**src/rtl/seg_scan_driver.sv**
```systemverilog
// Multiplexed seven-segment scanner; the display register updates only at frame boundaries.
// Optional leading-zero suppression is compiled in when SEG_LZ_BLANK_EN is defined.
module seg_scan_driver #(
   parameter int NUM_DIGITS   = 4,
   parameter int TICK_DIV     = 131072,
   parameter int BLANK_CYCLES = 16,
   parameter bit ACTIVE_LOW   = 1'b1
) (
   input  logic                    clk,
   input  logic                    reset,
   input  logic                    load,
   input  logic [4*NUM_DIGITS-1:0] digits_in,
   input  logic [NUM_DIGITS-1:0]   dp_in,
   output logic [7:0]              segments,
   output logic [NUM_DIGITS-1:0]   digitselect,
   output logic                    frame_done
);

   localparam int TW = (TICK_DIV > 1) ? $clog2(TICK_DIV) : 1;
   localparam int IW = (NUM_DIGITS > 1) ? $clog2(NUM_DIGITS) : 1;
   localparam logic [TW-1:0]         TICK_LAST = TW'(TICK_DIV - 1);
   localparam logic [IW-1:0]         IDX_LAST  = IW'(NUM_DIGITS - 1);
   localparam logic [7:0]            SEG_OFF   = {8{ACTIVE_LOW}};
   localparam logic [NUM_DIGITS-1:0] SEL_OFF   = {NUM_DIGITS{ACTIVE_LOW}};

   logic [TW-1:0]           tick;
   logic [IW-1:0]           idx;
   logic [4*NUM_DIGITS-1:0] shadow;
   logic [NUM_DIGITS-1:0]   shadow_dp;
   logic                    pending;
   logic [4*NUM_DIGITS-1:0] disp;
   logic [NUM_DIGITS-1:0]   disp_dp;
   logic                    wrap;
   logic                    boundary;
   logic                    in_blank;
   logic [3:0]              cur_nib;
   logic                    cur_dp;
   logic [7:0]              seg_p0;
   logic [NUM_DIGITS-1:0]   sel_p0;

   // Segment order a..g, most significant first.
   function automatic logic [6:0] decode7(input logic [3:0] v);
      case (v)
         4'h0:    decode7 = 7'b1111110;
         4'h1:    decode7 = 7'b0110000;
         4'h2:    decode7 = 7'b1101101;
         4'h3:    decode7 = 7'b1111001;
         4'h4:    decode7 = 7'b0110011;
         4'h5:    decode7 = 7'b1011011;
         4'h6:    decode7 = 7'b1011111;
         4'h7:    decode7 = 7'b1110000;
         4'h8:    decode7 = 7'b1111111;
         4'h9:    decode7 = 7'b1111011;
         4'hA:    decode7 = 7'b1110111;
         4'hB:    decode7 = 7'b0011111;
         4'hC:    decode7 = 7'b1001110;
         4'hD:    decode7 = 7'b0111101;
         4'hE:    decode7 = 7'b1001111;
         default: decode7 = 7'b1000111;
      endcase
   endfunction

   assign wrap     = (tick == TICK_LAST);
   assign boundary = wrap && (idx == IDX_LAST);

   generate
      if (BLANK_CYCLES > 0) begin : g_blank
         assign in_blank = (32'(tick) < 32'(BLANK_CYCLES));
      end else begin : g_no_blank
         assign in_blank = 1'b0;
      end
   endgenerate

   always_ff @(posedge clk) begin
      if (reset) begin
         tick       <= '0;
         idx        <= '0;
         shadow     <= '0;
         shadow_dp  <= '0;
         pending    <= 1'b0;
         disp       <= '0;
         disp_dp    <= '0;
         frame_done <= 1'b0;
      end else begin
         frame_done <= boundary;
         if (wrap) begin
            tick <= '0;
            idx  <= (idx == IDX_LAST) ? '0 : idx + 1'b1;
         end else begin
            tick <= tick + 1'b1;
         end
         if (load) begin
            shadow    <= digits_in;
            shadow_dp <= dp_in;
            pending   <= 1'b1;
         end
         // A load on the boundary cycle bypasses the shadow; the clear wins over the set.
         if (boundary) begin
            if (load) begin
               disp    <= digits_in;
               disp_dp <= dp_in;
            end else if (pending) begin
               disp    <= shadow;
               disp_dp <= shadow_dp;
            end
            pending <= 1'b0;
         end
      end
   end

   always_comb begin
      cur_nib = 4'd0;
      cur_dp  = 1'b0;
      for (int k = 0; k < NUM_DIGITS; k++) begin
         if (idx == IW'(k)) begin
            cur_nib = disp[4*k +: 4];
            cur_dp  = disp_dp[k];
         end
      end
   end

`ifdef SEG_LZ_BLANK_EN
   logic lz_blank;

   // Digit 0 is never a candidate, so a zero value always shows at least one digit.
   always_comb begin
      lz_blank = 1'b0;
      for (int k = 1; k < NUM_DIGITS; k++) begin
         if ((idx == IW'(k)) && ((disp >> (4*k)) == '0)) lz_blank = 1'b1;
      end
   end
`endif

   always_comb begin
      sel_p0 = '0;
      seg_p0 = 8'h00;
      if (!in_blank) begin
         for (int k = 0; k < NUM_DIGITS; k++) sel_p0[k] = (idx == IW'(k));
         seg_p0 = {decode7(cur_nib), cur_dp};
`ifdef SEG_LZ_BLANK_EN
         if (lz_blank) seg_p0[7:1] = 7'd0;
`endif
      end
   end

   // Output stage: one clock behind tick/idx, polarity applied before the register.
   always_ff @(posedge clk) begin
      if (reset) begin
         segments    <= SEG_OFF;
         digitselect <= SEL_OFF;
      end else begin
         segments    <= ACTIVE_LOW ? ~seg_p0 : seg_p0;
         digitselect <= ACTIVE_LOW ? ~sel_p0 : sel_p0;
      end
   end

endmodule

```
**config.mk**
```make
export PLATFORM = sky130hd
export DESIGN_NAME = seg_scan_driver
export DESIGN_NICKNAME = d
export VERILOG_FILES = /design/src/rtl/seg_scan_driver.sv
export SDC_FILE = /design/constraint.sdc
export NUM_CORES = 1
export LEC_CHECK = 0
export CAP_MARGIN = 20
export CORE_MARGIN = 2
export CORE_UTILIZATION = 50
export DETAILED_ROUTE_END_ITERATION = 7
export GPL_ROUTABILITY_DRIVEN = 0
export GPL_TIMING_DRIVEN = 0
export PLACE_DENSITY = 0.75
export SYNTH_ARGS = -nofsm -noshare
export SYNTH_HDL_FRONTEND = slang
export SYNTH_SLANG_ARGS = --single-unit
```
**constraint.sdc**
```tcl
create_clock -name clk -period 2.2 [get_ports clk]
set_input_delay 0.44 -clock clk [delete_from_list [all_inputs] [get_ports clk]]
set_output_delay 0.44 -clock clk [all_outputs]
set_load 0.005 [all_outputs]
```
==> qor.csv, run 1 <==
stage,metric,value,unit
power,leakage,1.446,nW
place,port_buffers,34,
floorplanning,fp-row-count,28,
routing,drc,0,
global_route,grt_max_degree,12,
cells_and_area,fillers,470,
synth,yosys_warnings,0,
synth,avgSynthCellArea,9.647,um^2
synth,synth_edf_count,0,
synth,yosysMostFrequentCell,dfxtp_1,
setup_path,worstPathMaxFanout,8,
routing,dr.pass1.iters,4,
global_route,antenna_found_initial,0,
clock_tree,cts_root_buf,clkbuf_8,
routing,drtIter0Drc,103,
synth,synth_nets,349,
synth,ys_seq_area_share,48.24,%
setup_path,rr_worst_depth,10,
timing,fin_skew,9.093,ps
synth,ys_types,46,
synth,synth_common_cells,"dfxtp_1 (73), nor2_1 (64), mux2i_1 (24)",
synth,synth_top_area_cell,dfxtp_1,
setup_path,crit_buf_inv,3,
clock_tree,cts_tree,done,
routing,wl_per_cell,14.30,um
timing,finalSetupTns,0,ps
cells_and_area,fin_nets,405,
timing,finalMaxSlewViolations,0,
clock_tree,clk_pin_slew,70,ps
synth,ys_ff_latch,73,
cells_and_area,final_area,3946,um^2
clock_tree,htree_levels,3,
timing,setup_ws,22.20,ps
global_route,grt_pass1_wl,10.25,mm
synth,synthFlopType,dfxtp_1,
floorplanning,ios,36,
power,power.density,670.7,nW/um^2
worst_hold_path,hold_class,input port to flip-flop,
clock_tree,clock_sinks,73,
setup_path,path_cells,ha_2 > buf_6 > and2b_2 > a22oi_2 > a221oi_4 > buf_6 > inv_2 > ha_1 > a21oi_1 > o221ai_1,
cells_and_area,layout-drive-gt1-share,20.27,%
job,drv_cap,0,
synth,syn_area,3029,um^2
floorplanning,dieArea,6697,um^2
place,post-place-ws,-342.5,ps
timing,fin_crit,2178,ps
floorplanning,start_util,51.47,%
worst_hold_path,min_from,reset,
timing,fin_crit_sh,98.99,%
setup_path,cp.arrival,2370,ps
setup_path,crit_type,flip-flop to flip-flop,
timing,hold_violations,0,
setup_path,cpMostUsedCell,buf_6,
cells_and_area,area_delta_synth_final,30.28,%
synth,synth_top_cell_area_share,48.24,%
routing,viasPerCell,5.356,
setup_path,worstSetupStartpointType,flip-flop,
synth,synthCells,314,
setup_path,cp_slowest_stage_delay,350,ps
setup_path,cp.required,2390,ps
global_route,track_usage,20.46,%
setup_path,path_delay_family,compound AO/OA/AOI/OAI gates,
cells_and_area,regArea,1464,um^2
place,place_area,3463,um^2
floorplanning,die_y,81.84,um
clock_tree,clock_latency,350,ps
timing,setup_violations,0,
global_route,grt_pass1_vias,2261,
place,dp_hpwl,4.247,mm
cells_and_area,multi_input_area,1585,um^2
setup_path,end_kind,flip-flop,
status,status,finished clean,
timing,tightest_slew,555.3,ps
setup_path,rr_endpoint,segments[1]$_SDFF_PP1_,
cells_and_area,n_antenna_cell,0,
setup_path,r2r_slack,20,ps
routing,routed_wl,6.434,mm
cells_and_area,final_util,67.05,%
floorplanning,die_w,81.84,um
worst_hold_path,min_path_cells,2,
global_route,grt-ovfl-total,0,
timing,max_slew_margin,62.98,%
routing,num_vias,2410,
clock_tree,numCtsBuffers,9,
routing,ant_nets,0,
timing,max_freq,459.2,MHz
synth,async_flop_share,0,%
power,ir_drop,397.9,uV
synth,synth_area_leaders,"dfxtp_1 (48%), mux2i_1 (7.9%), nor2_1 (7.9%)",
setup_path,crit_path_top_delay_cell,dfxtp_2,
clock_tree,clockBufferDepth,2,
worst_hold_path,min_to,disp_dp[0]$_SDFFE_PP0P_,
floorplanning,core_area,5886,um^2
setup_path,worstReg2RegStart,idx[0]$_SDFFE_PP0N_,
==> worst max path at each step <==
stage               slack, ps  cells past startpoint                start                     end
floorplan                  20                     11  idx[1]$_SDFFE_PP0N_  segments[4]$_SDFF_PP1_
CTS                         9                     10  idx[0]$_SDFFE_PP0N_  segments[4]$_SDFF_PP1_
global route              -60                     12  idx[1]$_SDFFE_PP0N_  segments[4]$_SDFF_PP1_
detailed placement       -340                      9   tick[0]$_SDFF_PP0_     tick[11]$_SDFF_PP0_
finish                     20                     10  idx[0]$_SDFFE_PP0N_  segments[1]$_SDFF_PP1_
global placement         -250                      9   tick[0]$_SDFF_PP0_     tick[14]$_SDFF_PP0_
==> placed cells by master (no fill, tap or decap), drive strengths merged <==
cell / Yosys / layout
a211oi: 20 / 20
a21oi: 8 / 8
a221oi: 2 / 2
a22oi: 2 / 2
a311o: 1 / 1
a311oi: 2 / 2
a32o: 1 / 1
a41oi: 1 / 1
and2: 1 / 1
and2b: 1 / 1
and3: 2 / 2
and4: 1 / 1
buf: 10 / 23
bufinv: 0 / 2
clkbuf: 7 / 19
clkdlybuf4s50: 0 / 34
dfxtp: 73 / 73
ha: 12 / 12
inv: 9 / 9
mux2i: 24 / 24
nand2: 22 / 22
nand2b: 1 / 1
nand3: 5 / 5
nand3b: 3 / 3
nand4: 2 / 2
nor2: 65 / 65
nor2b: 3 / 3
nor3: 3 / 3
nor3b: 5 / 5
nor4: 2 / 2
o21ai: 4 / 4
o221ai: 5 / 5
o22ai: 1 / 1
or2: 2 / 2
or3: 2 / 2
xnor2: 4 / 4
xor2: 8 / 8
==> kinds of logic after synthesis <==
logic type | Yosys count | synth area share [%]
buffers and inverters | 26 | 4.172
and+or+nand+nor | 120 | 18.46
AOI/OAI and AO/OA | 47 | 12.76
xor gates and xnor gates | 12 | 3.470
adders and majority gates | 12 | 4.956
muxes | 24 | 7.931
DFF | 73 | 48.24
==> metal layers <==
metal  global-route usage [%]  routed length (um)  part of all wire, %
met4                    12.00                 134                  2.1
met2                    33.66                3109                   48
met1                    25.02                2972                   46
met5                        0                   0                    0
met3                    3.626                 217                  3.4
==> power breakdown <==
part	internal (mW)	leakage [nW]	switching, mW	total (mW)
Sequential	1.35	0.594	0.00921	1.36
Clock	0.703	0.111	0.457	1.16
Combinational	0.0650	0.741	0.0638	0.129
==> registers in the layout (all words and copies together), names as in the netlist <==
signal       count
pending          1
disp_dp          4
shadow_dp        4
frame_done       1
disp            16
idx              2
tick            17
shadow          16
digitselect      4
segments         8
==> layout make-up <==
type	instances	area share [%]
plain buffers	16	2.663
clock buffers	14	4.122
clock inverters	2	1.522
inverters	9	0.8561
multi-input cells	215	40.17
flip-flops and latches	73	37.10
well taps	75	2.378
repair buffers	46	11.19
==> stage by stage <==
step	std cells	hold slack, ps	total power, mW
2_1_floorplan	314	417.9	1.455
6_report	450	425.0	2.647
3_5_place_dp	423	446.3	1.515
3_3_place_gp	423	430.3	1.510
5_1_grt	450	448.9	2.732
4_1_cts	444	415.2	2.668
==> timing repair <==
item | CTS | global route
endpoints found under the setup margin | 37 | 26
hold buffers | 0 | 0
setup buffers | 6 | 6
pin swaps | 5 | 10
resized for setup | 23 | 23
No activity file was read; power rests on OpenSTA's default activity.
==> run 2: changes to the inputs <==
CORE_UTILIZATION = 56   (was 50)
DONT_BUFFER_PORTS = 1   (was default)
PLACE_DENSITY = 0.74   (was 0.75)
==> run 2 against run 1 <==
  * Die area is 10% lower
  * Clock power fell by 9%
  * Combinational power down 31%
  * Clock skew down 0.65 ps
  * Wire length shrank 8.9%
  * First-iteration DRC count up 5.8%
  * Core utilization grew 2.6 points
  * Flip-flop and latch count did not move
  * Critical path type unchanged
  * Critical path depth unchanged
  * Final area fell by 8.7%
  * Non-clock buffer count is 36 lower
  * Global-route usage down 0.18 points
==> qor.csv, run 2 (synthesis gave the netlist of run 1 again) <==
stage,metric,value,unit
status,status,finished clean,
floorplanning,start_util,58.56,%
setup_path,end_kind,flip-flop,
clock_tree,numCtsBuffers,9,
setup_path,worstSetupStartpointType,flip-flop,
setup_path,cp_slowest_stage_delay,360,ps
global_route,grt_pass1_vias,2034,
cells_and_area,largest_reg_flops,17,
timing,fin_crit_sh,97.82,%
floorplanning,core_area,5172,um^2
cells_and_area,area_delta_synth_final,18.92,%
setup_path,cp.arrival,2340,ps
timing,max_slew_margin,70.03,%
clock_tree,htree_levels,3,
global_route,grt-ovfl-total,0,
setup_path,crit_type,flip-flop to flip-flop,
global_route,track_usage,20.28,%
worst_hold_path,min_to,shadow[13]$_SDFFE_PP0P_,
cells_and_area,n_antenna_cell,0,
setup_path,worstPathMaxFanout,10,
cells_and_area,final_cell_mix,"dfxtp_1 (67), nor2_1 (63), mux2i_1 (24)",
cells_and_area,largestRegisters,"tick: 17 flops, disp: 16 flops, shadow: 16 flops",
place,dp_hpwl,3.963,mm
cells_and_area,instances_no_fill,409,
worst_hold_path,hold_class,input port to flip-flop,
floorplanning,dieArea,6013,um^2
floorplanning,ios,36,
cells_and_area,fin_nets,369,
routing,viasPerCell,5.496,
clock_tree,clk_pin_slew,80,ps
setup_path,cpMostUsedCell,buf_6,
timing,setup_violations,0,
setup_path,crit_path_top_delay_cell,dfxtp_2,
clock_tree,cts_tree,done,
routing,drtIter0Drc,109,
timing,tightest_slew,443.7,ps
place,dp_cells,384,
cells_and_area,fillers,386,
setup_path,path_delay_family,buffers and inverters,
cells_and_area,final_util,69.64,%
routing,num_vias,2248,
global_route,antenna_found_initial,0,
clock_tree,clockBufferDepth,2,
setup_path,worstReg2RegStart,idx[1]$_SDFFE_PP0N_,
timing,fin_crit,2152,ps
routing,dr.pass1.iters,4,
cells_and_area,layout-drive-gt1-share,23.89,%
timing,hold_violations,0,
timing,finalMaxSlewViolations,0,
clock_tree,clock_latency,350,ps
global_route,grt_pass1_wl,9.591,mm
timing,max_freq,464.7,MHz
power,ir_drop,370.5,uV
setup_path,rr_endpoint,segments[3]$_SDFF_PP1_,
floorplanning,die_w,77.55,um
routing,routed_wl,5.864,mm
timing,fin_skew,8.439,ps
clock_tree,cts_root_buf,clkbuf_8,
setup_path,crit_buf_inv,4,
worst_hold_path,min_path_cells,2,
floorplanning,die_y,77.55,um
setup_path,path_cells,buf_4 > ha_1 > buf_6 > nor3b_2 > a221oi_4 > buf_6 > inv_1 > ha_4 > mux2i_1 > o221ai_1,
routing,ant_nets,0,
clock_tree,clock_sinks,73,
setup_path,r2r_slack,50,ps
floorplanning,fp-row-count,26,
setup_path,cp.required,2390,ps
job,drv_cap,0,
global_route,grt_max_degree,14,
power,power.density,696.9,nW/um^2
cells_and_area,final_common_cell,dfxtp_1,
cells_and_area,top_register,tick,
setup_path,rr_worst_depth,10,
clock_tree,hold_buffers,0,
routing,wl_per_cell,14.34,um
place,port_buffers,0,
worst_hold_path,min_from,digits_in[13],
routing,drc,0,
power,leakage,1.299,nW
## run 2: worst max path at each step
| stage | from | endpoint | depth (start not counted) |
|---|---|---|---|
| after floorplan | idx[1]$_SDFFE_PP0N_ | segments[4]$_SDFF_PP1_ | 11 |
| after global placement | tick[0]$_SDFF_PP0_ | tick[11]$_SDFF_PP0_ | 9 |
| after detailed placement | tick[0]$_SDFF_PP0_ | tick[11]$_SDFF_PP0_ | 9 |
| after CTS | idx[1]$_SDFFE_PP0N_ | segments[4]$_SDFF_PP1_ | 11 |
| after global routing | idx[0]$_SDFFE_PP0N_ | segments[1]$_SDFF_PP1_ | 9 |
| final | idx[1]$_SDFFE_PP0N_ | segments[3]$_SDFF_PP1_ | 10 |
## run 2: metrics by stage
| stage | setup slack [ps] | setup TNS [ps] | instance area, um^2 | hold WS (ps) | total power, mW |
|---|---|---|---|---|---|
| 3_3_place_gp | -269.7 | -6770 | 3117 | 433.5 | 1.471 |
| 4_1_cts | 2.794 | 0 | 3431 | 260.3 | 2.522 |
| 5_1_grt | -19.71 | -56.18 | 3602 | 274.1 | 2.598 |
| 2_1_floorplan | 21.93 | 0 | 3029 | 417.9 | 1.455 |
| 6_report | 47.88 | 0 | 3602 | 264.3 | 2.510 |
| 3_5_place_dp | -303.5 | -8422 | 3117 | 438.5 | 1.474 |
## run 2: timing repair
item,CTS,global route
hold endpoints to repair,0,0
resized for setup,21,30
pin swaps,5,7
buffers inserted,4,6
endpoints found under the setup margin,37,29
## run 2: final cells by class
class	count	area, um^2	area share (%)
multi-input combinational	215	1620	44.98
sequential	73	1469	40.78
clock buffer	10	137.6	3.821
buffer	16	105.1	2.918
tap	70	87.58	2.431
timing repair buffer	10	82.58	2.292
clock inverter	6	66.31	1.841
inverter	9	33.78	0.9378
## run 2: power by group
part / switching (mW) / internal (mW)
clock network: 0.509 / 0.556
logic: 0.0560 / 0.0329
registers: 0.00919 / 1.35
total: 0.574 / 1.94
## run 2: per-layer routing
layer | vias to the layer above | part of all wire (%) | track usage [%]
met5 | - | 0 | 0
met4 | 0 | 2.4 | 10.18
met3 | 12 | 4.5 | 5.814
met2 | 66 | 44 | 29.30
met1 | 1045 | 49 | 27.64
li1 | 1125 | - | -
## run 2: worst register-to-register path, cell delays in order, from the launching register on
cell,delay (ps)
dfxtp_2,360
buf_4,110
ha_1,290
buf_6,210
nor3b_2,80
a221oi_4,190
buf_6,170
inv_1,100
ha_4,190
mux2i_1,160
o221ai_1,150
